**src/rtl/apb_bridge_pkg.sv**
```systemverilog
// Shared types and helpers for the AHB-to-APB master controller.
// Holds the controller state encoding, AHB response codes and width helpers.
// No logic lives here; it is imported by every file of the bridge.
package apb_bridge_pkg;

  typedef enum logic [2:0] {
    IDLE   = 3'd0,
    WWAIT  = 3'd1,
    SETUP  = 3'd2,
    ACCESS = 3'd3,
    ERR1   = 3'd4,
    ERR2   = 3'd5
  } state_e;

  localparam logic HRESP_OKAY  = 1'b0;
  localparam logic HRESP_ERROR = 1'b1;

  // Ceiling log2; clog2(1) is 0.
  function automatic int clog2(input int value);
    int r;
    r = 0;
    while ((1 << r) < value) r++;
    return r;
  endfunction

  // Width of a field able to index n items, never narrower than one bit.
  function automatic int idx_width(input int n);
    return (clog2(n) < 1) ? 1 : clog2(n);
  endfunction

endpackage

```
**src/rtl/apb_rsp_mux.sv**
```systemverilog
// Selects the addressed slave's read data, ready and error out of the APB fabric.
// Purely combinational, zero latency.
// An index beyond the populated slaves returns all-zero (never ready, no error).
module apb_rsp_mux
  import apb_bridge_pkg::*;
#(
  parameter int NSLV   = 7,
  parameter int DATA_W = 32,
  localparam int SW    = idx_width(NSLV)
) (
  input  logic [SW-1:0]          idx_i,
  input  logic [NSLV*DATA_W-1:0] prdata_i,
  input  logic [NSLV-1:0]        pready_i,
  input  logic [NSLV-1:0]        pslverr_i,
  output logic [DATA_W-1:0]      prdata_o,
  output logic                   pready_o,
  output logic                   pslverr_o
);

  // Pick the slice belonging to the selected slave; everything else is ignored.
  always_comb begin
    prdata_o  = '0;
    pready_o  = 1'b0;
    pslverr_o = 1'b0;
    for (int i = 0; i < NSLV; i++) begin
      if (int'(idx_i) == i) begin
        prdata_o  = prdata_i[i*DATA_W +: DATA_W];
        pready_o  = pready_i[i];
        pslverr_o = pslverr_i[i];
      end
    end
  end

endmodule

```
**src/rtl/apb_master_ctrl.sv**
```systemverilog
// AHB-side single-transfer to APB master: decode, SETUP/ACCESS with waits, timeout.
// Read 3 cycles, write 4 cycles at zero wait; each PREADY-low cycle adds one.
// hreadyout low while a transfer is in flight; errors return a two-cycle ERROR.
module apb_master_ctrl
  import apb_bridge_pkg::*;
#(
  parameter int ADDR_W  = 32,
  parameter int DATA_W  = 32,
  parameter int NSLV    = 7,
  parameter int SEL_LSB = 12,
  parameter int TIMEOUT = 255
) (
  input  logic                   pclk,
  input  logic                   hresetn,
  input  logic                   valid,
  input  logic                   hwrite,
  input  logic [ADDR_W-1:0]      haddr,
  input  logic [DATA_W-1:0]      hwdata,
  output logic                   hreadyout,
  output logic                   hresp,
  output logic [DATA_W-1:0]      hrdata,
  output logic [NSLV-1:0]        psel,
  output logic                   penable,
  output logic                   pwrite,
  output logic [ADDR_W-1:0]      paddr,
  output logic [DATA_W-1:0]      pwdata,
  input  logic [NSLV*DATA_W-1:0] prdata,
  input  logic [NSLV-1:0]        pready,
  input  logic [NSLV-1:0]        pslverr
);

  localparam int SW = idx_width(NSLV);
  localparam int CW = idx_width(TIMEOUT + 1);
  // Counter value seen on the last ACCESS cycle allowed before abort.
  localparam logic [CW-1:0] TO_LAST = (TIMEOUT == 0) ? '0 : CW'(TIMEOUT - 1);

  state_e              state_q, state_d;
  logic [SW-1:0]       idx_q, idx_d, idx_in;
  logic [ADDR_W-1:0]   paddr_q, paddr_d;
  logic                pwrite_q, pwrite_d;
  logic [DATA_W-1:0]   pwdata_q, pwdata_d;
  logic [DATA_W-1:0]   hrdata_q, hrdata_d;
  logic [CW-1:0]       cnt_q, cnt_d;
  logic [NSLV-1:0]     psel_q, psel_d;
  logic                penable_q, penable_d;

  logic                accept;
  logic                idx_bad;
  logic                timed_out;
  logic [DATA_W-1:0]   sel_prdata;
  logic                sel_pready;
  logic                sel_pslverr;

  assign idx_in    = haddr[SEL_LSB +: SW];
  assign idx_bad   = (int'(idx_in) >= NSLV);
  assign accept    = valid && hreadyout;
  assign timed_out = (TIMEOUT != 0) && !sel_pready && (cnt_q == TO_LAST);

  apb_rsp_mux #(
    .NSLV   (NSLV),
    .DATA_W (DATA_W)
  ) u_rsp_mux (
    .idx_i     (idx_q),
    .prdata_i  (prdata),
    .pready_i  (pready),
    .pslverr_i (pslverr),
    .prdata_o  (sel_prdata),
    .pready_o  (sel_pready),
    .pslverr_o (sel_pslverr)
  );

  // State register; reset abandons any transfer without a response.
  always_ff @(posedge pclk or negedge hresetn) begin
    if (!hresetn) state_q <= IDLE;
    else          state_q <= state_d;
  end

  // Next-state: ERR2 doubles as an accepting state so errors cost no idle cycle.
  always_comb begin
    state_d = state_q;
    case (state_q)
      IDLE, ERR2: begin
        if (accept) begin
          if (idx_bad)     state_d = ERR1;
          else if (hwrite) state_d = WWAIT;
          else             state_d = SETUP;
        end else begin
          state_d = IDLE;
        end
      end
      WWAIT:  state_d = SETUP;
      SETUP:  state_d = ACCESS;
      ACCESS: begin
        if (sel_pready)     state_d = sel_pslverr ? ERR1 : IDLE;
        else if (timed_out) state_d = ERR1;
      end
      ERR1:    state_d = ERR2;
      default: state_d = IDLE;
    endcase
  end

  // AHB handshake outputs decoded from the current state.
  always_comb begin
    hreadyout = (state_q == IDLE) || (state_q == ERR2);
    hresp     = ((state_q == ERR1) || (state_q == ERR2)) ? HRESP_ERROR : HRESP_OKAY;
  end

  // Datapath next values: address phase capture, write data, read return, wait count.
  always_comb begin
    idx_d    = idx_q;
    paddr_d  = paddr_q;
    pwrite_d = pwrite_q;
    pwdata_d = pwdata_q;
    hrdata_d = hrdata_q;
    cnt_d    = cnt_q;
    if (accept) begin
      idx_d    = idx_in;
      paddr_d  = haddr;
      pwrite_d = hwrite;
    end
    if (state_q == WWAIT) pwdata_d = hwdata;
    if ((state_q == ACCESS) && sel_pready && !sel_pslverr && !pwrite_q) hrdata_d = sel_prdata;
    // Held at zero outside ACCESS so every access starts counting from zero.
    if (state_q != ACCESS)                        cnt_d = '0;
    else if (!sel_pready && (cnt_q != {CW{1'b1}})) cnt_d = cnt_q + 1'b1;
  end

  // APB strobes come from the next state so they leave flops with no decode glitches.
  always_comb begin
    psel_d    = '0;
    penable_d = (state_d == ACCESS);
    if ((state_d == SETUP) || (state_d == ACCESS)) begin
      for (int i = 0; i < NSLV; i++) begin
        if (int'(idx_d) == i) psel_d[i] = 1'b1;
      end
    end
  end

  // Datapath and strobe registers.
  always_ff @(posedge pclk or negedge hresetn) begin
    if (!hresetn) begin
      idx_q     <= '0;
      paddr_q   <= '0;
      pwrite_q  <= 1'b0;
      pwdata_q  <= '0;
      hrdata_q  <= '0;
      cnt_q     <= '0;
      psel_q    <= '0;
      penable_q <= 1'b0;
    end else begin
      idx_q     <= idx_d;
      paddr_q   <= paddr_d;
      pwrite_q  <= pwrite_d;
      pwdata_q  <= pwdata_d;
      hrdata_q  <= hrdata_d;
      cnt_q     <= cnt_d;
      psel_q    <= psel_d;
      penable_q <= penable_d;
    end
  end

  assign psel    = psel_q;
  assign penable = penable_q;
  assign pwrite  = pwrite_q;
  assign paddr   = paddr_q;
  assign pwdata  = pwdata_q;
  assign hrdata  = hrdata_q;

endmodule

```
**config.mk**
```make
export PLATFORM = sky130hd
export DESIGN_NAME = apb_master_ctrl
export DESIGN_NICKNAME = d
export VERILOG_FILES = /design/src/rtl/apb_bridge_pkg.sv /design/src/rtl/apb_rsp_mux.sv /design/src/rtl/apb_master_ctrl.sv
export SDC_FILE = /design/constraint.sdc
export NUM_CORES = 1
export LEC_CHECK = 0
export ABC_CLOCK_PERIOD_IN_PS = 6800
export CAP_MARGIN = 20
export CORE_ASPECT_RATIO = 1.1
export CORE_MARGIN = 4
export CORE_UTILIZATION = 30
export CTS_CLUSTER_SIZE = 10
export DETAILED_ROUTE_END_ITERATION = 12
export GPL_TIMING_DRIVEN = 0
export PLACE_DENSITY = 0.65
export SYNTH_ARGS = -nofsm -noshare
export SYNTH_HDL_FRONTEND = slang
export SYNTH_HIERARCHICAL = 1
export SYNTH_SLANG_ARGS = --single-unit
export TNS_END_PERCENT = 30
```
**constraint.sdc**
```tcl
create_clock -name pclk -period 6.8 [get_ports pclk]
set_input_delay 0.68 -clock pclk [delete_from_list [all_inputs] [get_ports pclk]]
set_output_delay 0.68 -clock pclk [all_outputs]
set_load 0.005 [all_outputs]
```
# Word-level counts from Yosys, hierarchy flattened
# Index checks and enable logic that the tools add are counted.
# op_classes
magnitude_cmp	1
n_addsub	1
eq_ne	22
n_reduce_logical	17
mux	40
# op_table
cell	n
$mux 32	7
$eq 3x3->1 const B	10
$eq 3x2->1 const B	8
$mux 1	22
$mux 3	6
$mux 8	2
$pmux 3 s5	1
$logic_not 3->1	3
$add 8x1->8 const B	1
$eq 8x8->1 const B	1
$ne 8x8->1 const B	1
$mux 7	1
$logic_and 1x1->1	6
$eq 3x1->1 const B	1
$ge 3x3->1 const B	1
$logic_not 1->1	3
$logic_or 1x1->1	3
$ne 3x2->1 const B	1
$mux 2	1
$reduce_bool 2->1	1
$reduce_or 2->1	1
# totals
word_cells	90
in_bits	306
reg_bits	119

# Depth between registers and ports, before layout
# Gate-level depths: netlist of run 1.
# logic_depth
word_depth	16
mapped_depth	11
depth_no_buf	8

# Modules after synthesis
# Netlist of run 1, hierarchy kept.
# by_module_without_submodules
mod	area_per_inst_um2	cells_each	instances	seq_area_each_um2
apb_master_ctrl	4744.6	385	1	2977.9
apb_rsp_mux	2613.8	320	1	0.0

# Least setup slack after synthesis of run 1
# OpenSTA, ideal clock, no wires.
# synth_timing
path_kind	flip-flop to flip-flop
startpoint	register idx_q[1]
endpoint	register psel_q[0], in the netlist psel[0]
path_buffers	3
setup_time_ns	0.122
stages_incl_launch_ff	11
setup_slack_ns	4.425
t_required_ns	6.678
arrival_ns	2.253
cell_sequence	dfrtp_1 -> buf_4 -> buf_4 -> mux2i_1 -> o2bb2ai_1 -> a221oi_1 -> nor2_1 -> clkbuf_1 -> a221oi_2 -> a311oi_4 -> a2111oi_1
# synth_between
elab_chain_len	16
elab_cells_between_ends	34
# synth_rtl
element	line	rtl
start, declared	apb_master_ctrl.sv:38	logic [SW-1:0] idx_q, idx_d, idx_in;
start signal, assigned	apb_master_ctrl.sv:151	idx_q <= idx_d;
$logic_not 3->1	apb_rsp_mux.sv:26	if (int'(idx_i) == i) begin
$mux 1 (6 in a row)	apb_rsp_mux.sv:26	
$mux 1 *	apb_rsp_mux.sv:26	
net sel_pready	apb_master_ctrl.sv:51	logic sel_pready;
$logic_not 1->1	apb_master_ctrl.sv:57	assign timed_out = (TIMEOUT != 0) && !sel_pready && (cnt_q == TO_LAST);
$logic_and 1x1->1	apb_master_ctrl.sv:57	
$mux 3	apb_master_ctrl.sv:95	else if (timed_out) state_d = ERR1;
$mux 3 *	apb_master_ctrl.sv:94	if (sel_pready) state_d = sel_pslverr ? ERR1 : IDLE;
$pmux 3 s5 *	apb_master_ctrl.sv:81	case (state_q)
$eq 3x2->1 *	--	
net penable_d	apb_master_ctrl.sv:45	logic penable_q, penable_d;
$logic_or 1x1->1 *	apb_master_ctrl.sv:132	if ((state_d == SETUP) || (state_d == ACCESS)) begin
$mux 7 *	apb_master_ctrl.sv:132	
net psel_d[0]	apb_master_ctrl.sv:44	logic [NSLV-1:0] psel_q, psel_d;
end signal, assigned	apb_master_ctrl.sv:157	psel_q <= psel_d;
end, declared	apb_master_ctrl.sv:44	
# Mark *: on every way through the listed nets, which the timed path passes. The rest lies on a longest branch.
# A chain may end at the register's enable or synchronous reset.

# Worst setup path in the final report of run 1
# layout_timing
startpoint	register idx_q[0]
endpoint	register psel_q[4], in the netlist psel[4]
# Same word-level chain as after synthesis.

==> results of run 1 <==
## critical path, delay by kind of cell (launching register included)
kind	cells	cell delay (ns)
compound gates	5	1.54
flops	1	0.46
buf+inv	4	1.01
simple gates	1	0.08
## worst max-delay path by stage
stage,to,depth (start not counted)
after global placement,paddr[4],1
after CTS,psel[5],10
after floorplan,psel[0],10
after detailed placement,psel[5],10
after global routing,psel[5],10
final,psel[4],10
## metal layers
metal	global-route usage, %	part of all wire, %	vias up
met2	40.3	50	306
met4	5.35	1.4	2
met5	0	0.041	-
li1	-	-	3482
met1	26.5	39	3463
met3	7.41	8.9	28
## final cells by class
cell class | instances | area share [%]
Buffer | 60 | 2.89
Tap cell | 305 | 3.06
Multi-Input combinational cell | 520 | 32.0
Sequential cell | 119 | 23.9
Clock inverter | 14 | 1.30
Inverter | 6 | 0.180
Clock buffer | 17 | 3.41
Antenna cell | 2 | 0.0401
Timing Repair Buffer | 413 | 33.3
## flip-flops by register name (all words and copies together), names as in the netlist, 3 cells and up
name / flops
cnt_q: 8
idx_q: 3
pwdata: 32
state_q: 3
psel: 7
hrdata: 32
paddr: 32
## cell usage in the layout (no fill, tap or decap), types with 31 or more instances in the layout
master	count
clkdlybuf4s50_1	411
dfrtp_1	119
nand2_1	109
mux2_2	56
nor2_1	43
mux2_1	41
mux2i_1	37
a21oi_1	35
nand2b_1	35
o32ai_1	33
o2bb2ai_1	33
a221oi_2	31
## through the flow
step | power (mW) | cell area, sq um | utilization, % | setup WS [ns]
global route | 5.31 | 12500 | 52.2 | 3.26
finish | 4.95 | 12500 | 52.2 | 3.56
global placement | 4.03 | 11900 | 49.6 | -0.234
floorplan | 2.74 | 7360 | - | 4.43
CTS | 5.02 | 12500 | 52.2 | 3.41
detailed placement | 4.06 | 11900 | 49.7 | 3.45
## kinds of logic after synthesis
family / Yosys count / share of synthesized area, %
adder cells (fa/ha/maj): 2 / 0.340
buffers and inverters: 66 / 5.20
AO/OA/AOI/OAI: 160 / 19.6
AND/OR/NAND/NOR: 219 / 13.7
flip-flops: 119 / 40.5
XOR/XNOR: 4 / 0.476
multiplexers: 135 / 20.2
## power by group
group	switching (mW)	internal (mW)
logic	1.33	1.48
clock network	0.380	0.548
registers	0.189	1.03
total	1.89	3.06
==> out/qor.csv, run 1 <==
metric,value,unit
Core ar.,0.0239,sq mm
r2r worst-path depth,10,
Inst Count DP,1423,
main area contributors after synthesis,"dfrtp_1 (40%), mux2_2 (8.6%), a221oi_2 (6.3%)",
final hold viol count,0,
hold slack,0.169,ns
"count leader, synth",dfrtp_1,
Synth Instances,705,
FF/Latch Area,0.00298,sq mm
RSZ-0062 raised after global routing,no,
worst skew pair latency,0.42,ns
"Slew Viols, Final",0,
critical path peak fanout,10,
pwr dens,397,mW/mm^2
Syn Area/Cell,10.4,sq um
first-pass GRT wire length,46.7,mm
hold_buf cts,0,
most frequent CP cell,buf_2,
leading area contributor after synthesis,dfrtp_1,
worst r2r src,idx_q[0],
Via density,5.00,
"Cell Chain, Critical Path",buf_6 -> buf_2 -> buf_2 -> a21oi_1 -> a221oi_1 -> nor2_1 -> clkbuf_1 -> a221oi_2 -> a311oi_4 -> a2111oi_1,
CP max stage delay,0.57,ns
Pre-antenna DRT Iters,5,
Final min period,3.24,ns
commonest cells in the netlist,"dfrtp_1 (119), nand2_1 (109), mux2_2 (56), nor2_1 (43), mux2_1 (41)",
Placer Congestion,0.868,
area share of the largest cell type after synthesis,40.5,%
Synth cell types,45,
highest clock rate,309,MHz
outcome,finished clean,
Die Width,157,microns
CTS sink cnt,119,
asr flop ratio synth,100,%
Arrival @ worst endpoint,3.51,ns
wire per inst,21.8,microns
# nets final,1445,
worst slew pin tran,0.740,ns
initial core utilization,30.8,%
P&R area growth vs syn,69.7,%
total grt overflow,0,
clk slew on worst S/H paths,0.07,ns
number of fill cells,2259,
Iter 0 DRT Violations,275,
Max Buffers Root-to-Sink,2,
crit share post-route,47.7,%
initial antenna violation count,2,
multi-input logic area,0.00400,sq mm
CP required,7.07,ns
routed wire length,31.8,mm
clock root buffer,clkbuf_16,
FF-to-FF setup slack,3.56,ns
DRC errors left,0,
Yosys Warn Count,6,
Setup CP Type,register to register,
via count,7281,
crit end category,register,
"EDFF count, synth",0,
syn_nets,1013,
post-CTS setup buffers,0,
prevailing post-synth register cell,dfrtp_1,
register area share after synthesis,40.5,%
Rows,59,
post-synthesis register bit count,119,
CTS buffer count,17,
synthesized cell area,0.00736,sq mm
H-tree lvl count,4,
setup_tns,0,ns
post-CTS sizing,0,
CP max stage cell,a221oi_2,
io pins,413,
Final Skew,0.0138,ns
Worst R2R End,psel[4],
share of cells above drive strength 1,14.5,%
dpl hpwl,25.2,mm
number of antenna-violating nets in the routed design,0,
crit start category,register,
Finished Layout Cells,1456,
Tightest Hold Check Type,input pin to asynchronous set/reset pin,
die area,0.0271,sq mm
Leakage,5.10,nW
Peak VDD IR,239,uV
max-cap violations,0,
GRT Total Usage,22.7,%
largest net degree at the start of global routing,85,
worst relative slew slack,50.7,%
Port Buf Inserts,412,
die height,172,microns
Critical Path Start,idx_q[0],
final setup vio count,0,
CTS tree,yes,
number of global-route vias before repair,7933,
Note: power is estimated with default switching activity, not from simulation.
==> run 2, diff against run 1 <==
- ABC_CLOCK_PERIOD_IN_PS: 6800 -> 3150
- clock period: 6.8 -> 3.15 ns (I/O delays scaled with it)
==> run 2 against run 1 <==
Cell area up 0.36%; routed wire length hardly changed; clock power increased by 120%; register-to-register slack worse by 3.4 ns; flip-flop and latch count is the same; critical path depth unchanged; die area stayed put; total power grew 120%; critical endpoint unchanged; largest cell class unchanged.
==> out/qor.csv, run 2 (synthesized netlist as in run 1, its figures left out) <==
metric,value,unit,change
outcome,finished clean,,
CP required,3.43,ns,-3.64 ns
clk slew on worst S/H paths,0.07,ns,about the same
Core ar.,0.0239,sq mm,unchanged
initial core utilization,30.8,%,unchanged
CP max stage cell,dfrtp_1,,
share of cells above drive strength 1,14.8,%,+0.24 points
dpl hpwl,25.2,mm,unchanged
post-layout util,52.4,%,+0.19 points
pwr dens,857,mW/mm^2,+120%
largest net degree at the start of global routing,85,,unchanged
"Cell Chain, Critical Path",buf_4 -> buf_4 -> mux2i_1 -> o2bb2ai_1 -> a221oi_1 -> nor2_1 -> clkbuf_1 -> a221oi_4 -> a311oi_4 -> a2111oi_1,,
Max Buffers Root-to-Sink,2,,unchanged
Leakage,5.12,nW,+0.34%
worst skew pair latency,0.42,ns,about the same
Iter 0 DRT Violations,269,,-2.2%
Rows,59,,unchanged
critical path peak fanout,10,,unchanged
routed wire length,31.8,mm,about the same
initial antenna violation count,2,,unchanged
Pre-antenna DRT Iters,4,,-1
Final Skew,0.0135,ns,-0.000359 ns
crit end category,register,,
Port Buf Inserts,412,,unchanged
number of global-route vias before repair,7931,,-0.025%
Tightest Hold Check Type,input pin to asynchronous set/reset pin,,
via count,7281,,unchanged
highest clock rate,333,MHz,+7.8%
"Slew Viols, Final",0,,unchanged
crit share post-route,95.5,%,+48 points
worst slew pin tran,0.730,ns,-0.00969 ns
die area,0.0271,sq mm,unchanged
number of fill cells,2253,,-0.27%
clock root buffer,clkbuf_16,,
RSZ-0062 raised after global routing,yes,,
CTS buffer count,17,,unchanged
"most common cell after layout, fill and taps aside",clkdlybuf4s50_1,,
"Largest delay share family, worst path",compound AO/OA/AOI/OAI gates,,
max-cap violations,0,,unchanged
final setup vio count,0,,unchanged
worst relative slew slack,51.3,%,+0.65 points
final instance area,0.0125,sq mm,+0.36%
most frequent CP cell,buf_4,,
P&R area growth vs syn,70.3,%,
Final min period,3.01,ns,-0.233 ns
Die Width,157,microns,unchanged
CTS sink cnt,119,,unchanged
final hold viol count,0,,unchanged
die height,172,microns,unchanged
dpl cell area,0.0119,sq mm,unchanged
Placer Congestion,0.868,,unchanged
io pins,413,,unchanged
H-tree lvl count,4,,unchanged
Setup CP Type,register to register,,
# nets final,1447,,+0.14%
wire per inst,21.8,microns,about the same
number of antenna-violating nets in the routed design,0,,unchanged
first-pass GRT wire length,46.7,mm,about the same
GRT Total Usage,22.7,%,unchanged
Via density,4.99,,-0.14%
CTS tree,yes,,
DRC errors left,0,,unchanged
setup_tns,0,ns,unchanged
Peak VDD IR,517,uV,+120%
Worst Path Buf+Inv,3,,-1
total grt overflow,0,,unchanged
"commonest cells after routing, fill and taps aside","clkdlybuf4s50_1 (411), dfrtp_1 (119), nand2_1 (109)",,
crit start category,register,,
Arrival @ worst endpoint,3.28,ns,-0.23 ns
CP max stage delay,0.45,ns,-0.12 ns
run 2: cell types whose count changed in the layout (fill, tap and decap cells not counted), sizes merged:
cell         change
dlygate4sd3      +1
clkbuf           +3
buf              -2
run 2: power breakdown:
part	switching, mW	internal [mW]	leakage (nW)	total [mW]
Clock	0.820	1.18	0.287	2.00
Sequential	0.411	2.22	1.48	2.63
Combinational	2.87	3.23	3.35	6.10
run 2: timing repair:
item | 4_1_cts | 5_1_grt
hold buffers | 1 | 0
endpoints found under the hold margin | 35 | 0
buffers inserted | 0 | 1
endpoints found under the setup margin | 6 | 32
gates resized for setup | 3 | 5
pin swaps | 0 | 1
run 2: path summary, 6_finish.rpt:
check,startpoint,endpoint,slack (ns),cells after the start
min,hresetn,hrdata[25],0.38,2
max reg2reg,idx_q[1],psel[4],0.14,10
max,idx_q[1],psel[4],0.14,10
min reg2reg,paddr[17],paddr[17],0.47,2
min in group pclk,haddr[1],paddr[1],0.42,3
max in group asynchronous,hresetn,paddr[2],1.98,3
run 2: layer usage:
layer	share of wire (%)	global-route usage, %	vias to the layer above
met2	50	40.3	301
met3	8.7	7.41	25
met5	0.041	0	-
met1	40	26.5	3468
li1	-	-	3485
met4	1.3	5.35	2
run 2: worst reg2reg max path, cell delays in order (launching register included):
cell	delay [ns]
dfrtp_1	0.45
buf_4	0.23
buf_4	0.27
mux2i_1	0.25
o2bb2ai_1	0.09
a221oi_1	0.29
nor2_1	0.08
clkbuf_1	0.22
a221oi_4	0.44
a311oi_4	0.14
a2111oi_1	0.40
run 2: through the flow:
step	worst slack, ns	cells	total power [mW]	hold WS, ns
2_1_floorplan	0.775	705	5.91	0.0194
3_3_place_gp	-3.52	1422	8.70	0.458
3_5_place_dp	-0.204	1423	8.76	0.259
4_1_cts	0.0453	1455	10.9	0.374
5_1_grt	-0.0380	1457	11.5	0.385
6_report	0.143	1458	10.7	0.375
run 2: cell type report:
cell class                 instances  area, sq um  share of cell area [%]
antenna                            2         5.00                  0.0399
buffer                            60          372                    2.97
clock buffer                      17          425                    3.39
clock inverter                    14          163                    1.30
inverter                           6         22.5                   0.180
multi-input combinational        520         4010                    32.0
sequential                       119         2980                    23.8
tap                              305          382                    3.05
timing repair buffer             415         4170                    33.3
==> run 3, diff against run 2 <==
- CTS_CLUSTER_SIZE: 10 -> 25
==> results of run 3 <==
The final DEF is identical to that of run 2; final timing and power are the same.
==> patch 1, RTL diff (settings of run 1) <==
`hrdata_q` no longer has a reset.
--- a/src/rtl/apb_master_ctrl.sv
+++ b/src/rtl/apb_master_ctrl.sv
@@ -143,7 +143,6 @@
       paddr_q   <= '0;
       pwrite_q  <= 1'b0;
       pwdata_q  <= '0;
-      hrdata_q  <= '0;
       cnt_q     <= '0;
       psel_q    <= '0;
       penable_q <= 1'b0;
@@ -152,11 +151,14 @@
       paddr_q   <= paddr_d;
       pwrite_q  <= pwrite_d;
       pwdata_q  <= pwdata_d;
-      hrdata_q  <= hrdata_d;
       cnt_q     <= cnt_d;
       psel_q    <= psel_d;
       penable_q <= penable_d;
     end
+  end
+
+  always_ff @(posedge pclk) begin
+    hrdata_q <= hrdata_d;
   end
 
   assign psel    = psel_q;
Behaviour: differs if hresetn is asserted again (counterexample within 4 cycles, from zero or initial values and one cycle with hresetn low); with hresetn held inactive, the same outputs for 10 cycles.
==> patch 1 against run 1 <==
- power fell by 3.0%
- utilization rose by 1.1 points
- critical path type unchanged
- final area fell by 1.5%
- clock power rose by 4.3%
- fmax rose by 1.2%
- sequential cell count did not move
- synthesized area fell by 3.6%
- worst setup slack improved by 37 ps
- routed wire length fell by 3.7%
- largest cell class unchanged
==> patch 1: results (changes against run 1) <==
* Syn Nets at 976 (-3.7%)
* Post-synth EDFFs at 32 (+32)
* Sequential fraction of the synthesis area at 0.442 (+0.0376)
* # port buffers at 412 (unchanged)
* Status: finished clean
* Crit path max fanout at 10 (unchanged)
* Post-CTS Setup Bufs at 0 (unchanged)
* Maximum VDD drop at 213 uV (-11%)
* Number of global-route vias before repair at 7523 (-5.2%)
* Final Skew at 13.3 ps (-0.526 ps)
* First-pass GRT wire length at 45200 um (-3.2%)
* Root buf cell: clkbuf_16
* Gr usage total at 0.225 (-0.00191)
* Pin count of the biggest net entering global routing at 62 (-27%)
* DR WL/cell at 21.6 um (-1.1%)
* DRT Pass-1 Iters at 4 (-1)
* Fraction of registers with async set/reset at 0.731 (-0.269)
* DR iter-0 viols at 307 (+12%)
* Worst skew pair latency at 410 ps
* Clock transition at path regs at 60 ps
* Most instantiated cells after synthesis: nand2_1 (110), dfrtp_1 (87), mux2_2 (65)
* Cts repair resizes at 0 (unchanged)
* Synth cell types at 43 (-4.4%)
* HP Class: primary input to asynchronous set/reset pin
* Initial antenna violation count at 4 (+2)
* Synth Flop Type: dfrtp_1
* Static leakage at 4.88 nW (-4.4%)
* Post-Route WL at 30600 um (-3.7%)
* CTS Buf Count at 17 (unchanged)
* H-tree depth at 4 (unchanged)
* Pre-CTS setup slack at 3400 ps (-48.1 ps)
* RePlAce Congestion at 0.777 (-10%)
* Worst-Margin Slew at 800 ps (+60.5 ps)
* Maximum root-to-sink buffer count at 2 (unchanged)
* Fraction of layout cells with a size suffix above 1 at 0.157 (+0.0113)
* Layout net count at 1413 (-2.2%)
* Syn avg cell area at 10.6 sq um (+1.8%)
* Vias/cell at 4.99 (-0.25%)
* Post-DP HPWL at 24200 um (-4.0%)
* Top cells by area, synth: dfrtp_1 (31%), edfxtp_1 (14%), mux2_2 (10%)
* Synthesis warning total at 6 (unchanged)
[patch 1: changes by cell type after synthesis, moves of 3 or more]
cell | run 1 | this run
mux2_1 | 41 | 0
edfxtp_1 | 0 | 32
buf_2 | 21 | 17
and4_1 | 3 | 0
a211oi_1 | 4 | 7
o21ai_0 | 4 | 0
a21oi_1 | 35 | 38
mux2_2 | 56 | 65
dfrtp_1 | 119 | 87
[patch 1: through the flow]
step | setup TNS (ps) | cell area [sq um] | power [W]
floorplan | 0 | 7090 | 0.00267
global placement | -51870 | 11600 | 0.00383
detailed placement | 0 | 11700 | 0.00386
CTS | 0 | 12300 | 0.00487
global route | 0 | 12300 | 0.00512
finish | 0 | 12300 | 0.00481
[patch 1: final cells by class]
class / instances / area [sq um]
antenna: 2 / 5.00
buffer: 58 / 340
clock buffer: 21 / 503
clock inverter: 10 / 130
fill: 2142 / 10800
inverter: 7 / 26.3
multi-input combinational: 484 / 3600
sequential: 119 / 3140
tap: 300 / 375
timing repair buffer: 418 / 4190
[patch 1: final timing paths]
check	cells after the start	slack (ps)	from	end
hold / removal	1	180	hresetn	paddr[21]
hold reg to reg	2	470	paddr[2]	paddr[2]
min in group pclk	2	470	paddr[2]	paddr[2]
max in group asynchronous	2	5970	hresetn	cnt_q[5]
setup / recovery	10	3600	idx_q[1]	hrdata[16]
setup reg to reg	10	3600	idx_q[1]	hrdata[16]
[patch 1: critical path, stage by stage, from the launching register on]
cell	delay, ps
dfrtp_1	430
buf_4	210
buf_4	280
mux2i_1	550
o2bb2ai_1	140
a221oi_1	250
nor2_1	120
nor4_2	330
buf_4	250
buf_4	200
buf_6	150
[patch 1: cells by family (layout without fill, tap and decap cells)]
kind of cell,Yosys count,count (layout),synth area share
AOI/OAI and AO/OA,159,159,0.200
xor gates and xnor gates,4,4,0.00494
adders and majority gates,2,2,0.00353
buffers and inverters,65,514,0.0517
DFF,119,119,0.442
muxes,103,103,0.159
other,0,2,0
and+or+nand+nor,216,216,0.139
[patch 1: routing by layer]
metal	vias to the layer above	wire [um]	GRT usage
met2	324	15300	0.395
met4	6	521	0.0565
li1	3371	-	-
met5	-	41	0
met1	3344	11800	0.260
met3	33	2950	0.0829
[patch 1: report_power, final]
group / internal (W) / switching, W
Combinational: 0.00134 / 0.00129
Clock: 0.000609 / 0.000360
Sequential: 0.00106 / 0.000144
==> patch 2, RTL diff (config.mk and constraints of run 1) <==
Without the edit above. `DATA_W` is set to 32 in 2 places; all go to 24.
--- a/src/rtl/apb_rsp_mux.sv
+++ b/src/rtl/apb_rsp_mux.sv
@@ -5,7 +5,7 @@
   import apb_bridge_pkg::*;
 #(
   parameter int NSLV   = 7,
-  parameter int DATA_W = 32,
+  parameter int DATA_W = 24,
   localparam int SW    = idx_width(NSLV)
 ) (
   input  logic [SW-1:0]          idx_i,
--- a/src/rtl/apb_master_ctrl.sv
+++ b/src/rtl/apb_master_ctrl.sv
@@ -5,7 +5,7 @@
   import apb_bridge_pkg::*;
 #(
   parameter int ADDR_W  = 32,
-  parameter int DATA_W  = 32,
+  parameter int DATA_W  = 24,
   parameter int NSLV    = 7,
   parameter int SEL_LSB = 12,
   parameter int TIMEOUT = 255
Ports: changed (resized hrdata, hwdata, prdata and pwdata); port bits go from 413 to 333. No check against the original RTL was run, so the function may have changed too.
==> patch 2 against run 1 <==
- power down 21%
- final area shrank 19%
- synthesized area fell by 16%
- routed wire length down 19%
- sequential cell count fell by 16
- sequential share of layout area is 1.6 points higher
- clock skew is essentially flat
- worst setup slack better by 150 ps
- critical path type unchanged
- largest power group unchanged
==> patch 2: results (changes against run 1) <==
* Status: finished clean
* Static leakage at 4.18 nW (-18%)
* Post-DP HPWL at 20400 um (-19%)
* Most instantiated cells after synthesis: nand2_1 (109), dfrtp_1 (103), mux2_2 (68)
* Synth cell types at 46 (+2.2%)
* Syn Nets at 840 (-17%)
* DR iter-0 viols at 234 (-15%)
* Final Skew at 13.6 ps (-0.207 ps)
* Initial antenna violation count at 8 (+6)
* Pin count of the biggest net entering global routing at 64 (-25%)
* First-pass GRT wire length at 36800 um (-21%)
* Vias at 6050 (-17%)
* Post-Route WL at 25600 um (-19%)
* Number of global-route vias before repair at 6378 (-20%)
* RePlAce Congestion at 0.859 (-1.1%)
* Maximum VDD drop at 251 uV (+4.9%)
* Reg2reg setup slack at 3710 ps (+150 ps)
* Placed insts at 1181 (-17%)
* Worst skew pair latency at 350 ps (-70 ps)
* DRT Pass-1 Iters at 6 (+1)
* Most common cell in the synthesized netlist: nand2_1
* Top cells by area, synth: dfrtp_1 (42%), mux2_2 (12%), nand2_1 (6.7%)
* Max reg flops at 32
* Gr usage total at 0.214 (-0.0128)
* CTS Buf Count at 9 (-8)
* Sequential fraction of the synthesis area at 0.419 (+0.0143)
* Placed Instance Area at 0.00982 sq mm (-17%)
* Pre-CTS setup slack at 3540 ps (+89.0 ps)
* Worst-Margin Slew at 840 ps (+101 ps)
* R2r endpoint: psel[0]
* Root buf cell: clkbuf_16
* Fraction of layout cells with a size suffix above 1 at 0.156 (+0.0102)
* Vias/cell at 5.05 (+1.1%)
==> patch 2: cell type report <==
cell class | count | area (sq um)
sequential | 103 | 2580
clock buffer | 9 | 225
tap | 252 | 315
fill | 1865 | 9860
multi-input combinational | 440 | 3260
timing repair buffer | 333 | 3350
clock inverter | 7 | 97.6
buffer | 47 | 295
inverter | 6 | 22.5
==> patch 2: per-stage QoR <==
stage	utilization	hold slack (ps)
after global placement	0.489	458
after CTS	0.507	243
after floorplan	-	384
after detailed placement	0.491	462
final	0.507	236
after global routing	0.507	251
==> patch 2: cells by family (layout without fill, tap and decap cells) <==
logic type / Yosys count / in the layout / synth area share
AND/OR/NAND/NOR: 203 / 203 / 0.151
AO/OA/AOI/OAI: 128 / 128 / 0.184
multiplexers: 103 / 103 / 0.184
flip-flops: 103 / 103 / 0.419
buffers and inverters: 53 / 402 / 0.0517
XOR/XNOR: 4 / 4 / 0.00570
adder cells (fa/ha/maj): 2 / 2 / 0.00407
==> patch 2: worst max-delay path by stage <==
stage                       endpoint  slack, ps
after global placement    hrdata[20]        690
after CTS                    psel[0]       3660
after detailed placement     psel[0]       3540
after floorplan              psel[0]       4390
final                        psel[0]       3710
after global routing         psel[0]       3370
==> patch 2: layer usage <==
| metal | vias to the layer above | track usage | routed length [um] |
|---|---|---|---|
| met3 | 40 | 0.0961 | 3020 |
| li1 | 2868 | - | - |
| met5 | - | 0 | 108 |
| met4 | 16 | 0.0466 | 427 |
| met2 | 296 | 0.374 | 12200 |
| met1 | 2830 | 0.240 | 9850 |
==> patch 2: worst max-delay path, stage by stage, from the launching register on <==
cell,delay (ps)
dfrtp_1,450
buf_4,230
buf_2,230
buf_2,310
o2bb2ai_1,100
a221oi_1,260
nor2_1,60
clkbuf_1,210
a221oi_2,490
a311oi_4,130
a2111oi_1,470
==> patch 2: power breakdown <==
part	total (W)	switching (W)	internal, W	leakage (nW)
clock	0.000563	0.000266	0.000297	0.157
combinational	0.00231	0.00108	0.00123	2.73
sequential	0.00105	0.000161	0.000885	1.29
total	0.00392	0.00151	0.00242	4.18
